**config.mk**
```make
export PLATFORM = sky130hd
export DESIGN_NAME = cia_share_arbiter
export DESIGN_NICKNAME = d
export VERILOG_FILES = /design/src/rtl/cia_pkg.sv /design/src/rtl/Carryincadder.sv /design/src/rtl/cia_rr_arbiter.sv /design/src/rtl/cia_share_arbiter.sv
export SDC_FILE = /design/constraint.sdc
export NUM_CORES = 1
export LEC_CHECK = 0
export BUFFER_PORTS_ARGS = -buffer_cell sky130_fd_sc_hd__buf_2
export CAP_MARGIN = 20
export CORE_MARGIN = 2
export CORE_UTILIZATION = 50
export CTS_BUF_LIST = sky130_fd_sc_hd__clkbuf_16
export CTS_CLUSTER_DIAMETER = 60
export DETAILED_ROUTE_END_ITERATION = 10
export GPL_TIMING_DRIVEN = 0
export PLACE_DENSITY_LB_ADDON = 0.2
export SYNTH_ARGS = -nofsm -noshare
export SYNTH_HDL_FRONTEND = slang
export SYNTH_HIERARCHICAL = 1
export SYNTH_SLANG_ARGS = --single-unit
export TNS_END_PERCENT = 1
```
**constraint.sdc**
```tcl
create_clock -name clk -period 3.9 [get_ports clk]
set_clock_uncertainty 0.05 [all_clocks]
set_input_delay 0.39 -clock clk [delete_from_list [all_inputs] [get_ports clk]]
set_output_delay 0.39 -clock clk [all_outputs]
set_load 0.02 [all_outputs]
```
**src/rtl/cia_pkg.sv**
```systemverilog
// Shared constants and the round-robin pointer helper for the shared-adder arbiter.
package cia_pkg;

  localparam int W_DEF    = 32;
  localparam int NREQ_MAX = 8;

  function automatic int rr_next(input int id, input int nreq);
    return (id + 1 >= nreq) ? 0 : id + 1;
  endfunction

endpackage

```
**src/rtl/Carryincadder.sv**
```systemverilog
// Plain W-bit adder with carry-in and carry-out; the single shared instance.
module Carryincadder #(
  parameter int W = 32
) (
  input  logic [W-1:0] a,
  input  logic [W-1:0] b,
  input  logic         cin,
  output logic [W-1:0] sum,
  output logic         cout
);

  assign {cout, sum} = {1'b0, a} + {1'b0, b} + {{W{1'b0}}, cin};

endmodule

```
**src/rtl/cia_rr_arbiter.sv**
```systemverilog
// Round-robin grant over NREQ requesters; pointer moves past the winner only on a transfer.
module cia_rr_arbiter
  import cia_pkg::*;
#(
  parameter int NREQ = 4,
  parameter int IDW  = 2
) (
  input  logic            clk,
  input  logic            rst_n,
  input  logic [NREQ-1:0] req_valid,
  input  logic            accept,
  output logic [NREQ-1:0] grant,
  output logic [IDW-1:0]  grant_id,
  output logic            grant_vld
);

  logic [IDW-1:0] ptr_q, ptr_d;
  logic [IDW-1:0] idx;

  always_comb begin
    grant     = '0;
    grant_id  = ptr_q;
    grant_vld = 1'b0;
    idx       = '0;
    for (int k = 0; k < NREQ; k++) begin
      idx = IDW'((int'(ptr_q) + k) % NREQ);
      if (!grant_vld && req_valid[idx]) begin
        grant_vld = 1'b1;
        grant_id  = idx;
      end
    end
    grant[grant_id] = grant_vld;
  end

  always_comb begin
    ptr_d = ptr_q;
    if (accept && grant_vld) ptr_d = IDW'(rr_next(int'(grant_id), NREQ));
  end

  always_ff @(posedge clk or negedge rst_n) begin
    if (!rst_n) ptr_q <= '0;
    else        ptr_q <= ptr_d;
  end

endmodule

```
**src/rtl/cia_share_arbiter.sv**
```systemverilog
// Shares one Carryincadder among NREQ valid/ready requesters through a two-stage
// operand/response pipeline with a tagged, backpressured response bus.
module cia_share_arbiter
  import cia_pkg::*;
#(
  parameter int W    = W_DEF,
  parameter int NREQ = 4,
  parameter int IDW  = $clog2(NREQ)
) (
  input  logic              clk,
  input  logic              rst_n,
  input  logic [NREQ-1:0]   req_valid,
  output logic [NREQ-1:0]   req_ready,
  input  logic [NREQ*W-1:0] req_a,
  input  logic [NREQ*W-1:0] req_b,
  input  logic [NREQ-1:0]   req_cin,
  output logic              rsp_valid,
  input  logic              rsp_ready,
  output logic [IDW-1:0]    rsp_id,
  output logic [W-1:0]      rsp_sum,
  output logic              rsp_cout,
  output logic              rsp_ovf,
  output logic              busy
);

  logic            run_q, run_d;
  logic [W-1:0]    s1_a_q, s1_a_d, s1_b_q, s1_b_d;
  logic            s1_cin_q, s1_cin_d;
  logic [IDW-1:0]  s1_id_q, s1_id_d;
  logic            s1_vld_q, s1_vld_d;
  logic [W-1:0]    rsp_sum_q, rsp_sum_d;
  logic            rsp_cout_q, rsp_cout_d;
  logic            rsp_ovf_q, rsp_ovf_d;
  logic [IDW-1:0]  rsp_id_q, rsp_id_d;
  logic            rsp_valid_q, rsp_valid_d;

  logic [NREQ-1:0] grant;
  logic [IDW-1:0]  grant_id;
  logic            grant_vld;
  logic            s2_load, s1_free, accept;
  logic [W-1:0]    add_sum;
  logic            add_cout, add_ovf;

  // run_q keeps every req_ready low during reset and for the first edge after release
  assign run_d     = 1'b1;
  assign s2_load   = s1_vld_q & (~rsp_valid_q | rsp_ready);
  assign s1_free   = run_q & (~s1_vld_q | s2_load);
  assign accept    = grant_vld & s1_free;
  assign req_ready = grant & {NREQ{s1_free}};

  cia_rr_arbiter #(.NREQ(NREQ), .IDW(IDW)) u_arb (
    .clk       (clk),
    .rst_n     (rst_n),
    .req_valid (req_valid),
    .accept    (accept),
    .grant     (grant),
    .grant_id  (grant_id),
    .grant_vld (grant_vld)
  );

  Carryincadder #(.W(W)) u_add (
    .a    (s1_a_q),
    .b    (s1_b_q),
    .cin  (s1_cin_q),
    .sum  (add_sum),
    .cout (add_cout)
  );

  assign add_ovf = (s1_a_q[W-1] == s1_b_q[W-1]) && (add_sum[W-1] != s1_a_q[W-1]);

  always_comb begin
    s1_a_d   = s1_a_q;
    s1_b_d   = s1_b_q;
    s1_cin_d = s1_cin_q;
    s1_id_d  = s1_id_q;
    s1_vld_d = s1_vld_q;
    if (accept) begin
      for (int i = 0; i < NREQ; i++) begin
        if (grant[i]) begin
          s1_a_d   = req_a[i*W +: W];
          s1_b_d   = req_b[i*W +: W];
          s1_cin_d = req_cin[i];
        end
      end
      s1_id_d  = grant_id;
      s1_vld_d = 1'b1;
    end else if (s2_load) begin
      s1_vld_d = 1'b0;
    end
  end

  always_comb begin
    rsp_sum_d   = rsp_sum_q;
    rsp_cout_d  = rsp_cout_q;
    rsp_ovf_d   = rsp_ovf_q;
    rsp_id_d    = rsp_id_q;
    rsp_valid_d = rsp_valid_q;
    if (s2_load) begin
      rsp_sum_d   = add_sum;
      rsp_cout_d  = add_cout;
      rsp_ovf_d   = add_ovf;
      rsp_id_d    = s1_id_q;
      rsp_valid_d = 1'b1;
    end else if (rsp_ready) begin
      rsp_valid_d = 1'b0;
    end
  end

  always_ff @(posedge clk or negedge rst_n) begin
    if (!rst_n) begin
      run_q       <= 1'b0;
      s1_a_q      <= '0;
      s1_b_q      <= '0;
      s1_cin_q    <= 1'b0;
      s1_id_q     <= '0;
      s1_vld_q    <= 1'b0;
      rsp_sum_q   <= '0;
      rsp_cout_q  <= 1'b0;
      rsp_ovf_q   <= 1'b0;
      rsp_id_q    <= '0;
      rsp_valid_q <= 1'b0;
    end else begin
      run_q       <= run_d;
      s1_a_q      <= s1_a_d;
      s1_b_q      <= s1_b_d;
      s1_cin_q    <= s1_cin_d;
      s1_id_q     <= s1_id_d;
      s1_vld_q    <= s1_vld_d;
      rsp_sum_q   <= rsp_sum_d;
      rsp_cout_q  <= rsp_cout_d;
      rsp_ovf_q   <= rsp_ovf_d;
      rsp_id_q    <= rsp_id_d;
      rsp_valid_q <= rsp_valid_d;
    end
  end

  assign rsp_valid = rsp_valid_q;
  assign rsp_id    = rsp_id_q;
  assign rsp_sum   = rsp_sum_q;
  assign rsp_cout  = rsp_cout_q;
  assign rsp_ovf   = rsp_ovf_q;
  assign busy      = s1_vld_q | rsp_valid_q;

endmodule

```
==> metrics.txt, run 1 <==
status finished, final reports clean; num ports 309; Crit. Startpoint u_arb/ptr_q[1]$_DFFE_PN0P_; worst endpoint required time 3.46 ns; crit path to req_ready[3]; Post-DRT Antenna Nets 0; Reg2Reg Launch Point s1_a_q[0]$_DFFE_PN0P_; CTS max path bufs 2; first-pass GRT wire length 34,910 µm; CP max FO 10; routed vias/inst 5.671; Synth Register Bits 108; worst slew pin tran 0.7545 ns; Tmin final 3.509 ns; Total Routing Usage GR 26.79%; Routed WL 23,540 µm; dpl hpwl 18,730 µm; Top cell by count, worst path buf_2; RePlAce Congestion 0.8963; Max-cap violations 0; clk sink count 108; Leakage 5.069 nW; Worst Setup Start Kind register; pwr dens 929.4 nW/µm²; share of cells above drive strength 1 43.27%; vias in the first global route 6,967; R2R Setup Slk 0.48 ns; Netlist cell types 72; syn_nets 1,056; reg2reg path depth 10; Clock transition at path regs 0.07 ns; Syn Area/Cell 10.62 µm²; final slew viol count 0; Hold-fix buffers, CTS 0; Final nets 1,376; DRT iter0 DRCs 506; Core Rows 46; TritonCTS clock tree built; Root Buffer clkbuf_16; largest net degree at the start of global routing 60; synth warn 6; VDD IR-drop max 0.3723 mV; Worst path depth 9; slowest library cell on the worst path o41ai_2; Vias 7,333; most frequent cells in the layout buf_2, dfrtp_1, inv_1, mux2i_1, a222oi_1; # port buffers 308; post-CTS setup repair buffer count 0; Initial Util 50.65%; # diodes 0; Post-Place Worst Slack 0.5229 ns; Skew-Pair Late Insertion Delay 0.35 ns; min-delay worst type in -> async; top_reg_cell synth dfrtp_1; chip width 130.4 µm; Die Height 130.4 µm; RR Endpoint rsp_sum[28]$_DFFE_PN0P_; DRC viols 0; CP cell instances and3b_1, o41ai_2, ha_1, and2b_1, buf_2, buf_2, clkbuf_1, and3_1, buf_2; final hold viol count 0; RSZ-0062 raised after global routing false; commonest non-fill, non-tap cell in the layout buf_2; Max Clk Rate 285.0 MHz; endpoints failing setup 0; # H-tree levels 3; Crit path arrival time 3.07 ns; CP Buf/Inv Count 4; Worst setup EP type output port; max_slew headroom 49.04%; Worst path top cell family by delay buffers and inverters; initial antenna violation count 1; fraction of registers with async set or reset after synthesis 100.0%; Final Cycle Share 89.97%; final worst slack 0.3913 ns; global route overflow 0; post-CTS sizing 0; die area 17,000 µm²; setup TNS 0 ns; DRT Pass-1 Iters 8; Post-synth EDFFs 0; Seq/Total Area, Yosys 33.83%; Core Region 15,770 µm²; WL/cell 18.20 µm; Crit path largest cell delay 0.46 ns; cts bufs inserted 9; Cells after Synth 752; CP Class reg -> out; synthesized area 7988 µm²; area grow syn2layout 26.91%; fillcell total 1,352
==> per-stage QoR <==
step,total power [W],utilization [%],instance area (µm²),hold slack (ns),cells
detailed placement,0.008429,62.33,9829,0.4217,1277
global route,0.01012,64.28,10140,0.07902,1293
CTS,0.009428,64.28,10140,0.04409,1293
floorplan,0.006815,-,7988,0.04441,752
finish,0.009421,64.28,10140,0.02221,1293
global placement,0.008295,62.14,9799,0.4316,1276
==> power by group <==
group          internal, W  switching (W)  leakage (nW)
Sequential         0.00171       0.000349          1.28
Combinational      0.00283        0.00356          3.63
Clock             0.000556       0.000414         0.158
==> layer usage <==
metal / GRT usage, % / vias up / wire (µm)
met5: 0 / - / 10
met4: 10.01 / 2 / 614
met3: 4.397 / 36 / 1515
met2: 47.52 / 295 / 11720
met1: 32.94 / 3515 / 9678
li1: - / 3485 / -
==> sequential cells by signal, summed over array words and instances, names as in the netlist, 2 cells and up <==
name	count
s1_id_q	2
u_arb/ptr_q	2
rsp_id	2
s1_b_q	32
s1_a_q	32
rsp_sum	32
==> kinds of logic after synthesis <==
logic type	count (synthesis)	synth area share [%]
and+or+nand+nor	116	8.208
AOI/OAI and AO/OA	177	17.62
muxes	170	24.83
adders and majority gates	37	5.984
other	1	0.04695
xor gates and xnor gates	25	2.741
buffers and inverters	118	6.736
DFF	108	33.83
==> area by class of cell <==
type	count	area (µm²)	share of cell area, %
Tap cell	216	270.3	2.666
Clock inverter	7	82.58	0.8146
Sequential cell	108	2703	26.66
Timing Repair Buffer	309	1572	15.50
Clock buffer	9	225.2	2.222
Multi-Input combinational cell	526	4747	46.83
Inverter	74	277.8	2.740
Buffer	44	260.3	2.567
==> worst min-delay path by stage <==
stage / endpoint / slack (ns) / depth (start not counted)
2_1_floorplan: rsp_cout$_DFFE_PN0P_ / 0.04 / 0
3_3_place_gp: rsp_sum[0]$_DFFE_PN0P_ / 0.43 / 1
3_5_place_dp: s1_a_q[9]$_DFFE_PN0P_ / 0.42 / 1
4_1_cts: s1_a_q[9]$_DFFE_PN0P_ / 0.04 / 1
5_1_grt: s1_a_q[9]$_DFFE_PN0P_ / 0.08 / 1
6_report: s1_a_q[9]$_DFFE_PN0P_ / 0.02 / 1
==> cell usage after synthesis, types with 5 or more instances <==
master	n	area (µm²)
o21bai_1	6	45.04
mux2_4	40	600.6
inv_1	73	274.0
a21oi_1	35	175.2
clkbuf_1	19	71.32
nand3_1	5	25.02
a222oi_1	64	640.6
dfrtp_1	108	2703
o21ai_1	8	40.04
mux2_2	61	686.9
buf_6	9	101.4
and3_1	8	50.05
ha_1	35	437.9
a21o_1	12	90.09
nor2b_1	8	50.05
xor2_1	15	131.4
xnor2_1	10	87.58
a211oi_1	6	45.04
mux2i_1	65	650.6
nor3_1	8	40.04
o21ai_0	14	70.07
nand4_1	8	50.05
buf_2	13	65.06
nor2_1	22	82.58
nand2_1	27	101.4
Power figures use the tool's default switching activity.
==> inputs of run 2 (changes only) <==
Settings changed: REMOVE_ABC_BUFFERS from default to 1.
==> run 2 against run 1 <==
  * Design area shrank 0.39%
  * Register-to-register slack got worse by 0.04 ns
  * Hold slack lost 0.020 ns
  * Worst setup slack better by 0.054 ns
  * Clock power shrank 7.7%
  * Critical path type is now reg -> reg
==> metrics.txt, run 2 (synthesis results as in run 1) <==
status finished, final reports clean (unchanged); final std cells w/o fill 1,260 (was 1,293); TritonCTS clock tree built (unchanged); Worst setup EP type register (was output port); commonest non-fill, non-tap cell in the layout buf_2 (unchanged); RSZ-0062 raised after global routing false (unchanged); dpl hpwl 16,370 µm (was 18,730 µm); Die Height 130.4 µm (unchanged); pwr dens 913.9 nW/µm² (was 929.4 nW/µm²); Power Internal 0.005037 W (was 0.005100 W); Placed Instances 1,242 (was 1,277); VDD IR-drop max 0.3346 mV (was 0.3723 mV); area grow syn2layout 26.41% (was 26.91%); die area 17,000 µm² (unchanged); switching share of total power 45.42% (was 45.86%); Core Rows 46 (unchanged); CTS max path bufs 2 (unchanged); Final nets 1,345 (was 1,376); global route overflow 0 (unchanged); # diodes 0 (unchanged); clk sink count 108 (unchanged); # port buffers 308 (unchanged); chip width 130.4 µm (unchanged); Total Routing Usage GR 23.99% (was 26.79%); final slew viol count 0 (unchanged); most frequent cells in the layout buf_2, dfrtp_1, inv_1, mux2i_1, a222oi_1 (unchanged); DRT iter0 DRCs 531 (was 506); Root Buffer clkbuf_16 (unchanged); Routed WL 20,960 µm (was 23,540 µm); Core Region 15,770 µm² (unchanged); largest net degree at the start of global routing 61 (was 60); num ports 309 (unchanged); busiest layer in global routing met2 (unchanged); # H-tree levels 3 (unchanged); WL/cell 16.64 µm (was 18.20 µm); max_slew headroom 38.52% (was 49.04%); cts bufs inserted 9 (unchanged); net switching power 0.004191 W (was 0.004321 W); final hold viol count 0 (unchanged); Sequential Power Share 22.3% (was 21.9%); share of cells above drive strength 1 43.77% (was 43.27%); Tmin final 3.455 ns (was 3.509 ns); DRC viols 0 (unchanged); Crit path arrival time 3.64 ns (was 3.07 ns); first-pass GRT wire length 32,290 µm (was 34,910 µm); Worst Setup Start Kind register (unchanged); Final Cycle Share 88.59% (was 89.97%); Clock transition at path regs 0.07 ns (about the same); Max Clk Rate 289.4 MHz (was 285.0 MHz); Leakage 5.014 nW (was 5.069 nW); GR Util met2 43.79% (was 47.52%); min-delay worst type in -> async (unchanged); Initial Util 50.65% (unchanged); Max-cap violations 0 (unchanged); Skew-Pair Late Insertion Delay 0.36 ns (was 0.35 ns); clock power share 9.7% (was 10.3%); Hold-fix buffers, CTS 0 (unchanged); Design Power 0.009228 W (was 0.009421 W); RePlAce Congestion 0.8816 (was 0.8963); vias in the first global route 6,669 (was 6,967); initial antenna violation count 0 (was 1); GR Layer Usage met3 4.805% (was 4.397%); Comb pwr share 68.0% (was 67.8%); setup TNS 0 ns (unchanged); Register Area 2703 µm² (unchanged); Multi-input gate area 4780 µm² (was 4747 µm²); worst slew pin tran 0.9189 ns (was 0.7545 ns); DRT Pass-1 Iters 6 (was 8); fillcell total 1,376 (was 1,352); Post-DRT Antenna Nets 0 (unchanged); worst endpoint required time 4.09 ns (was 3.46 ns); GR Util met1 29.31% (was 32.94%); post-CTS sizing 0 (unchanged); CP max FO 4 (was 10); Vias 7,062 (was 7,333); endpoints failing setup 0 (unchanged); routed vias/inst 5.605 (was 5.671); CP Class reg -> reg (was reg -> out)
## run 2: path summary, 6_finish.rpt
| check | slack [ns] | start | to | depth (start not counted) |
|---|---|---|---|---|
| max | 0.44 | s1_a_q[0]$_DFFE_PN0P_ | rsp_sum[28]$_DFFE_PN0P_ | 10 |
| min in group clk | 0.27 | req_b[68] | s1_b_q[4]$_DFFE_PN0P_ | 3 |
| min | 0.003 | rst_n | s1_b_q[4]$_DFFE_PN0P_ | 1 |
| max reg2reg | 0.44 | s1_a_q[0]$_DFFE_PN0P_ | rsp_sum[28]$_DFFE_PN0P_ | 10 |
| max in group asynchronous | 3.07 | rst_n | s1_a_q[30]$_DFFE_PN0P_ | 2 |
| min reg2reg | 0.45 | rsp_sum[9]$_DFFE_PN0P_ | rsp_sum[9]$_DFFE_PN0P_ | 1 |
## run 2: layout make-up
| class | count | share of cell area, % |
|---|---|---|
| Inverter | 74 | 2.751 |
| Tap cell | 216 | 2.677 |
| Clock buffer | 9 | 2.230 |
| Sequential cell | 108 | 26.77 |
| Clock inverter | 5 | 0.5452 |
| Timing Repair Buffer | 322 | 17.70 |
| Multi-Input combinational cell | 526 | 47.34 |
## run 2: through the flow
step	utilization [%]	setup WS (ns)	area, µm²	hold WS [ns]
floorplan	-	-5.811	7727	0.04441
global placement	60.49	-8.739	9539	0.4336
detailed placement	61.98	-0.02655	9774	0.4178
CTS	63.76	0.1846	10050	0.02817
global route	64.03	0.3100	10100	0.05064
finish	64.03	0.4449	10100	0.002700
## run 2: power by group through the flow
stage / Sequential (W) / Clock [W] / Combinational (W)
finish: 0.00206 / 0.000894 / 0.00628
detailed placement: 0.00207 / 0 / 0.00621
global placement: 0.00206 / 0 / 0.00614
CTS: 0.00206 / 0.000914 / 0.00626
floorplan: 0.00223 / 0 / 0.00454
global route: 0.00213 / 0.000961 / 0.00692
## run 2: critical path, stage by stage (launching register included)
cell and delay, ns:
dfrtp_1 0.40, fa_1 0.49, fa_1 0.43, a21oi_1 0.29, o32ai_1 0.18, o211ai_2 0.34
a21o_1 0.24, o21ai_2 0.12, a2111oi_0 0.41, a311oi_1 0.10, mux2_2 0.28
## run 2: metal layers
| metal | wire, µm | share of wire [%] |
|---|---|---|
| met1 | 8916 | 43 |
| met2 | 10580 | 50 |
| met3 | 1136 | 5.4 |
| met4 | 333 | 1.6 |
| met5 | 0 | 0 |
## run 2: timing repair
action | 4_1_cts | 5_1_grt
endpoints found under the setup margin | 0 | 15
setup buffers | 0 | 4
hold endpoints to repair | 0 | 0
